==> src/rtl/usb_ahb_pkg.sv <==
// Shared AHB-Lite register map and drain FSM state encoding for the USB RX buffer.
// Used by both the drain master and the slave side of the RX data buffer.
package usb_ahb_pkg;

  localparam logic [3:0] ADDR_DATA = 4'h0;
  localparam logic [3:0] ADDR_STAT = 4'h4;
  localparam logic [3:0] ADDR_OCC  = 4'h8;
  localparam logic [3:0] ADDR_CLR  = 4'hD;

  localparam logic [1:0] HTRANS_IDLE   = 2'b00;
  localparam logic [1:0] HTRANS_NONSEQ = 2'b10;

  localparam int GAP_CNT_W = 8;

  typedef enum logic [3:0] {
    IDLE,
    GAP,
    STAT_A,
    STAT_D,
    OCC_A,
    OCC_D,
    RD_A,
    RD_D,
    PUSH,
    CLR_A,
    CLR_D
  } drain_state_t;

  // Byte counter that sticks at its maximum instead of wrapping.
  function automatic logic [6:0] sat_inc7(input logic [6:0] value);
    return (value == 7'h7F) ? value : value + 7'd1;
  endfunction

endpackage

==> src/rtl/flex_counter.sv <==
// Rollover counter: counts 1..rollover_val while enabled; rollover_flag marks the
// cycle whose increment lands on rollover_val.
module flex_counter #(
  parameter int NUM_CNT_BITS = 8
) (
  input  logic                    clk,
  input  logic                    n_rst,
  input  logic                    clear,
  input  logic                    count_enable,
  input  logic [NUM_CNT_BITS-1:0] rollover_val,
  output logic                    rollover_flag
);

  logic [NUM_CNT_BITS-1:0] count_reg, count_next;

  always_comb begin
    count_next = count_reg;
    if (clear) begin
      count_next = '0;
    end else if (count_enable) begin
      count_next = (count_reg == rollover_val) ? NUM_CNT_BITS'(1) : count_reg + NUM_CNT_BITS'(1);
    end
  end

  assign rollover_flag = count_enable && !clear && (count_next == rollover_val);

  always_ff @(posedge clk) begin
    if (!n_rst) begin
      count_reg <= '0;
    end else begin
      count_reg <= count_next;
    end
  end

endmodule

==> src/rtl/usb_rx_drain_master.sv <==
// AHB-Lite master that polls the USB RX buffer status, drains every buffered byte
// onto a valid/ready stream, then clears the buffer.
module usb_rx_drain_master
  import usb_ahb_pkg::*;
#(
  parameter int         POLL_GAP  = 16,
  parameter logic [3:0] STAT_ADDR = ADDR_STAT,
  parameter logic [3:0] OCC_ADDR  = ADDR_OCC,
  parameter logic [3:0] DATA_ADDR = ADDR_DATA,
  parameter logic [3:0] CLR_ADDR  = ADDR_CLR
) (
  input  logic        clk,
  input  logic        n_rst,
  input  logic        enable,
  output logic        hsel,
  output logic        hwrite,
  output logic [3:0]  haddr,
  output logic [1:0]  htrans,
  output logic [1:0]  hsize,
  output logic [31:0] hwdata,
  input  logic [31:0] hrdata,
  input  logic        hready,
  input  logic        hresp,
  output logic [7:0]  out_data,
  output logic        out_valid,
  input  logic        out_ready,
  output logic        busy,
  output logic        err,
  output logic [6:0]  pkt_bytes
);

  drain_state_t state_reg, state_next;
  logic [6:0]   remaining_reg, remaining_next;
  logic [6:0]   pkt_bytes_reg, pkt_bytes_next;
  logic [7:0]   out_data_reg, out_data_next;
  logic         err_reg, err_next;
  logic         gap_done;
  logic         unused_hrdata;

  assign unused_hrdata = ^hrdata[31:8];

  flex_counter #(.NUM_CNT_BITS(GAP_CNT_W)) u_gap_timer (
    .clk          (clk),
    .n_rst        (n_rst),
    .clear        (state_reg != GAP),
    .count_enable (state_reg == GAP),
    .rollover_val (GAP_CNT_W'(POLL_GAP)),
    .rollover_flag(gap_done)
  );

  always_comb begin
    state_next     = state_reg;
    remaining_next = remaining_reg;
    pkt_bytes_next = pkt_bytes_reg;
    out_data_next  = out_data_reg;
    err_next       = err_reg;
    hsel           = 1'b0;
    hwrite         = 1'b0;
    haddr          = 4'h0;
    htrans         = HTRANS_IDLE;
    hwdata         = 32'h0;
    out_valid      = 1'b0;
    busy           = !(state_reg inside {IDLE, GAP});

    case (state_reg)
      IDLE: if (enable) state_next = STAT_A;
      GAP:  if (gap_done) state_next = enable ? STAT_A : IDLE;
      STAT_A: begin
        hsel = 1'b1; htrans = HTRANS_NONSEQ; haddr = STAT_ADDR;
        state_next = STAT_D;
      end
      // A slave error in any data phase aborts the drain without a clear.
      STAT_D: begin
        if (hresp) begin
          err_next = 1'b1; state_next = GAP;
        end else if (hready) begin
          state_next = hrdata[0] ? OCC_A : GAP;
        end
      end
      OCC_A: begin
        hsel = 1'b1; htrans = HTRANS_NONSEQ; haddr = OCC_ADDR;
        state_next = OCC_D;
      end
      OCC_D: begin
        if (hresp) begin
          err_next = 1'b1; state_next = GAP;
        end else if (hready) begin
          remaining_next = hrdata[6:0];
          pkt_bytes_next = 7'd0;
          state_next     = (hrdata[6:0] == 7'd0) ? CLR_A : RD_A;
        end
      end
      RD_A: begin
        hsel = 1'b1; htrans = HTRANS_NONSEQ; haddr = DATA_ADDR;
        state_next = RD_D;
      end
      RD_D: begin
        if (hresp) begin
          err_next = 1'b1; state_next = GAP;
        end else if (hready) begin
          out_data_next = hrdata[7:0];
          state_next    = PUSH;
        end
      end
      PUSH: begin
        out_valid = 1'b1;
        if (out_ready) begin
          remaining_next = (remaining_reg == 7'd0) ? 7'd0 : remaining_reg - 7'd1;
          pkt_bytes_next = sat_inc7(pkt_bytes_reg);
          state_next     = (remaining_reg <= 7'd1) ? CLR_A : RD_A;
        end
      end
      CLR_A: begin
        hsel = 1'b1; htrans = HTRANS_NONSEQ; haddr = CLR_ADDR; hwrite = 1'b1;
        state_next = CLR_D;
      end
      CLR_D: begin
        hwdata = 32'h1;
        if (hresp) begin
          err_next = 1'b1; state_next = GAP;
        end else if (hready) begin
          state_next = GAP;
        end
      end
      default: state_next = IDLE;
    endcase
  end

  always_ff @(posedge clk) begin
    if (!n_rst) begin
      state_reg     <= IDLE;
      remaining_reg <= 7'd0;
      pkt_bytes_reg <= 7'd0;
      out_data_reg  <= 8'd0;
      err_reg       <= 1'b0;
    end else begin
      state_reg     <= state_next;
      remaining_reg <= remaining_next;
      pkt_bytes_reg <= pkt_bytes_next;
      out_data_reg  <= out_data_next;
      err_reg       <= err_next;
    end
  end

  assign hsize     = 2'b00;
  assign out_data  = out_data_reg;
  assign err       = err_reg;
  assign pkt_bytes = pkt_bytes_reg;

endmodule

==> config.mk <==
export PLATFORM = sky130hd
export DESIGN_NAME = usb_rx_drain_master
export DESIGN_NICKNAME = d
export VERILOG_FILES = /design/src/rtl/usb_ahb_pkg.sv /design/src/rtl/flex_counter.sv /design/src/rtl/usb_rx_drain_master.sv
export SDC_FILE = /design/constraint.sdc
export NUM_CORES = 1
export LEC_CHECK = 0
export ABC_AREA = 1
export CAP_MARGIN = 20
export CORE_ASPECT_RATIO = 0.7
export CORE_MARGIN = 2
export CORE_UTILIZATION = 40
export CTS_CLUSTER_SIZE = 28
export DETAILED_ROUTE_END_ITERATION = 16
export GPL_TIMING_DRIVEN = 0
export HOLD_SLACK_MARGIN = 0.03
export PLACE_DENSITY = 0.76
export SLEW_MARGIN = 20
export SYNTH_ARGS = -nofsm -noshare
export SYNTH_HDL_FRONTEND = slang
export SYNTH_SLANG_ARGS = --single-unit
export TNS_END_PERCENT = 50
==> constraint.sdc <==
create_clock -name clk -period 1.9 [get_ports clk]
set_clock_uncertainty 0.1 [all_clocks]
set_input_delay 0.38 -clock clk [delete_from_list [all_inputs] [get_ports clk]]
set_output_delay 0.38 -clock clk [all_outputs]
set_load 0.05 [all_outputs]
==> impl_metrics.py <==
metrics = {
    "routing": {
        "dr.pass1.iters": 4,
        "num_vias": 2313,
        "wl_per_cell_microns": 11.6,
        "ant_nets": 0,
        "vias_per_cell": 4.56,
        "routed_wl_mm": 5.86,
        "drc": 0,
        "drtIter0Drc": 145,
    },
    "floorplan": {
        "num_io_pins": 98,
        "core_sq_um": 5700,
        "die_x_microns": 95.5,
        "dieArea_sq_um": 6500,
        "dieHeight_microns": 68.1,
        "start_util_pct": 41.2,
        "num_rows": 23,
    },
    "yosys": {
        "postSynthCellCount": 341,
        "synth.area.top_cells": "dfxtp_1 (30%), buf_4 (12%), nor2_1 (9.9%), nand2_1 (8.0%), inv_1 (6.2%)",
        "synth_seq_cells": 35,
        "synth_cell_type_count": 42,
        "syn_area_sq_um": 2350,
        "synth.avg_cell_area_sq_um": 6.88,
        "yosys_warnings": 0,
        "yosysSeqAreaShare_pct": 29.9,
        "netlist.area_leader.share_pct": 29.9,
        "yosysTopAreaCell": "dfxtp_1",
    },
    "critical_path": {
        "crit_arrival_ns": 1.50,
        "r2r-end": "pkt_bytes[4]$_SDFFE_PN0P_",
        "critPathTopFamily": "simple AND/OR/NAND/NOR gates",
        "r2r_cells": 12,
        "startpoint": "state_reg[2]$_SDFFE_PN0P_",
        "path_cells": "inv_2 -> nand2_4 -> nor2_4 -> inv_4 -> nand2_8 -> or2_4 -> buf_6 -> buf_8",
        "r2r_slack_ns": 0.06,
        "start_kind": "flop",
        "end_kind": "output pin",
        "crit_slowest_cell": "dfxtp_4",
        "critPathRequiredTime_ns": 1.42,
        "crit_type": "flop to output pin",
        "max_stage_delay_ns": 0.40,
        "path_buf_inv": 4,
        "path_max_fanout": 4,
        "reg2reg_from": "state_reg[2]$_SDFFE_PN0P_",
    },
    "timing": {
        "clock.fmax_ghz": 0.505,
        "setup_violations": 2,
        "report.final.slew_viol_count": 0,
        "finalWorstSetupSlack_ns": -0.0809,
        "maxSlewHeadroom_pct": 65.9,
        "finalCriticalPeriod_ns": 1.98,
        "timing.setup.tns_ns": -0.0831,
        "tightest_slew_ns": 0.513,
        "rsz0062_at_grt": "true",
        "hold_violations": 0,
        "finalCritPeriodShare_pct": 104,
    },
    "hold_path": {
        "whs_path_depth": 2,
        "min_to": "pkt_bytes[6]$_SDFFE_PN0P_",
        "min_from": "pkt_bytes[6]$_SDFFE_PN0P_",
        "hp-class": "flop to flop",
    },
    "placement": {
        "place_hpwl_mm": 4.30,
        "gp_congestion": 0.918,
        "pre_cts_ws_ns": -0.512,
        "io_buffers": 38,
    },
    "global_route": {
        "grt_pass1_wl_mm": 9.11,
        "overflow": 0,
        "grt_start_max_net_pins": 14,
        "grt_pass1_vias": 2059,
        "antenna_found_initial": 0,
        "grt_use_total_pct": 18.0,
    },
    "final_layout": {
        "final_common_cell": "nor2_1",
        "final_layout_size_suffix_gt1_share_pct": 27.3,
        "fin_nets": 475,
        "fin_util_pct": 57.3,
        "antennaDiodeCount": 0,
        "synthToLayoutAreaGrowth_pct": 39.1,
        "final_cell_mix": "nor2_1 (56), buf_4 (47), nand2_1 (45)",
    },
    "cts": {
        "insertion_delay_ns": 0.30,
        "clockBufferDepth": 2,
        "cts_buffers": 5,
        "cts_tree": "yes",
        "clkTransAtPathRegs_ns": 0.08,
        "clock_tree.root_cell": "clkbuf_8",
        "cts_sinks": 35,
        "h-tree-depth": 2,
    },
    "run_status": {
        "violations": "setup timing",
        "outcome": "finished with violations",
    },
    "power": {
        "finalPower_mw": 4.20,
        "ir_worst_vdd_v": 0.000452,
        "powerDensity_nw_per_um2": 1290,
        "p_leak_nw": 1.61,
    },
    "run": {
        "maxCapViolCount": 0,
    },
}
-- logic make-up after synthesis --
kind of cell             after synthesis  share of synthesized area, %
AO/OA/AOI/OAI                         55                          14.8
XOR/XNOR                               5                          1.87
adder cells (fa/ha/maj)                6                          3.20
AND/OR/NAND/NOR                      154                          30.0
other                                  1                         0.160
flip-flops                            35                          29.9
buffers and inverters                 85                          20.1
-- worst max-delay path by stage --
stage / end / slack (ns) / cells after the start
2_1_floorplan: htrans[1] / -0.09 / 6
3_3_place_gp: htrans[1] / -0.50 / 8
3_5_place_dp: htrans[1] / -0.51 / 8
4_1_cts: htrans[1] / -0.1 / 8
5_1_grt: htrans[1] / -0.12 / 8
6_report: htrans[1] / -0.08 / 8
-- repair_timing --
| item | 4_1_cts | 5_1_grt |
|---|---|---|
| gates resized for setup | 75 | 25 |
| pin swaps | 2 | 9 |
| setup buffers | 5 | 6 |
| endpoints found under the setup margin | 25 | 18 |
| hold buffers | 0 | 0 |
-- synth_stat cells --
library cell,count
nor2_1,62
nand2_1,50
inv_1,39
buf_4,38
dfxtp_1,35
a21oi_1,22
nand3_1,16
o21ai_0,16
ha_1,6
nor3_1,6
nand2_2,5
o22ai_1,4
xor2_1,4
a211oi_1,3
inv_4,3
a21oi_4,2
inv_2,2
nand2_4,2
nor2_4,2
nor3_2,2
a211oi_2,1
a21oi_2,1
buf_2,1
clkbuf_1,1
clkinv_1,1
conb_1,1
nand2_8,1
nand3_2,1
nand3b_1,1
nand4_1,1
nor2_2,1
nor4_1,1
o2111ai_1,1
o211ai_1,1
o21ai_4,1
o21bai_1,1
o221ai_1,1
o31ai_1,1
or2_1,1
or2_2,1
or2_4,1
xnor2_1,1
-- through the flow --
| stage | instances | hold WS [ns] | area [sq um] |
|---|---|---|---|
| finish | 507 | 0.382 | 3260 |
| global route | 507 | 0.399 | 3260 |
| CTS | 501 | 0.383 | 3150 |
| detailed placement | 488 | 0.372 | 2980 |
| global placement | 488 | 0.358 | 2980 |
| floorplan | 375 | 0.350 | 2510 |
-- layer usage --
metal	part of all wire (%)	routed length, microns	track usage, %	vias up
met5	0	0	0	-
met4	1.6	92	6.43	0
met3	7.0	411	3.74	11
met2	46	2720	29.6	79
met1	45	2640	23.7	1027
li1	-	-	-	1196
-- where the power goes --
part	switching (mW)	internal (mW)
Combinational	1.56	0.928
Clock	0.319	0.398
Sequential	0.136	0.860
Total	2.01	2.19
-- tightest hold or removal path, stage by stage, from the launching register on --
cell and delay [ns]:
dfxtp_1 0.34, inv_1 0.05, a21oi_1 0.05
-- layout make-up --
class | instances | area (sq um)
multi-input combinational | 255 | 1390
buffer | 40 | 305
clock inverter | 3 | 47.5
tap | 75 | 93.8
timing repair buffer | 49 | 447
clock buffer | 5 | 68.8
fill | 527 | 2430
inverter | 45 | 189
sequential | 35 | 721
Power figures use the tool's default switching activity.
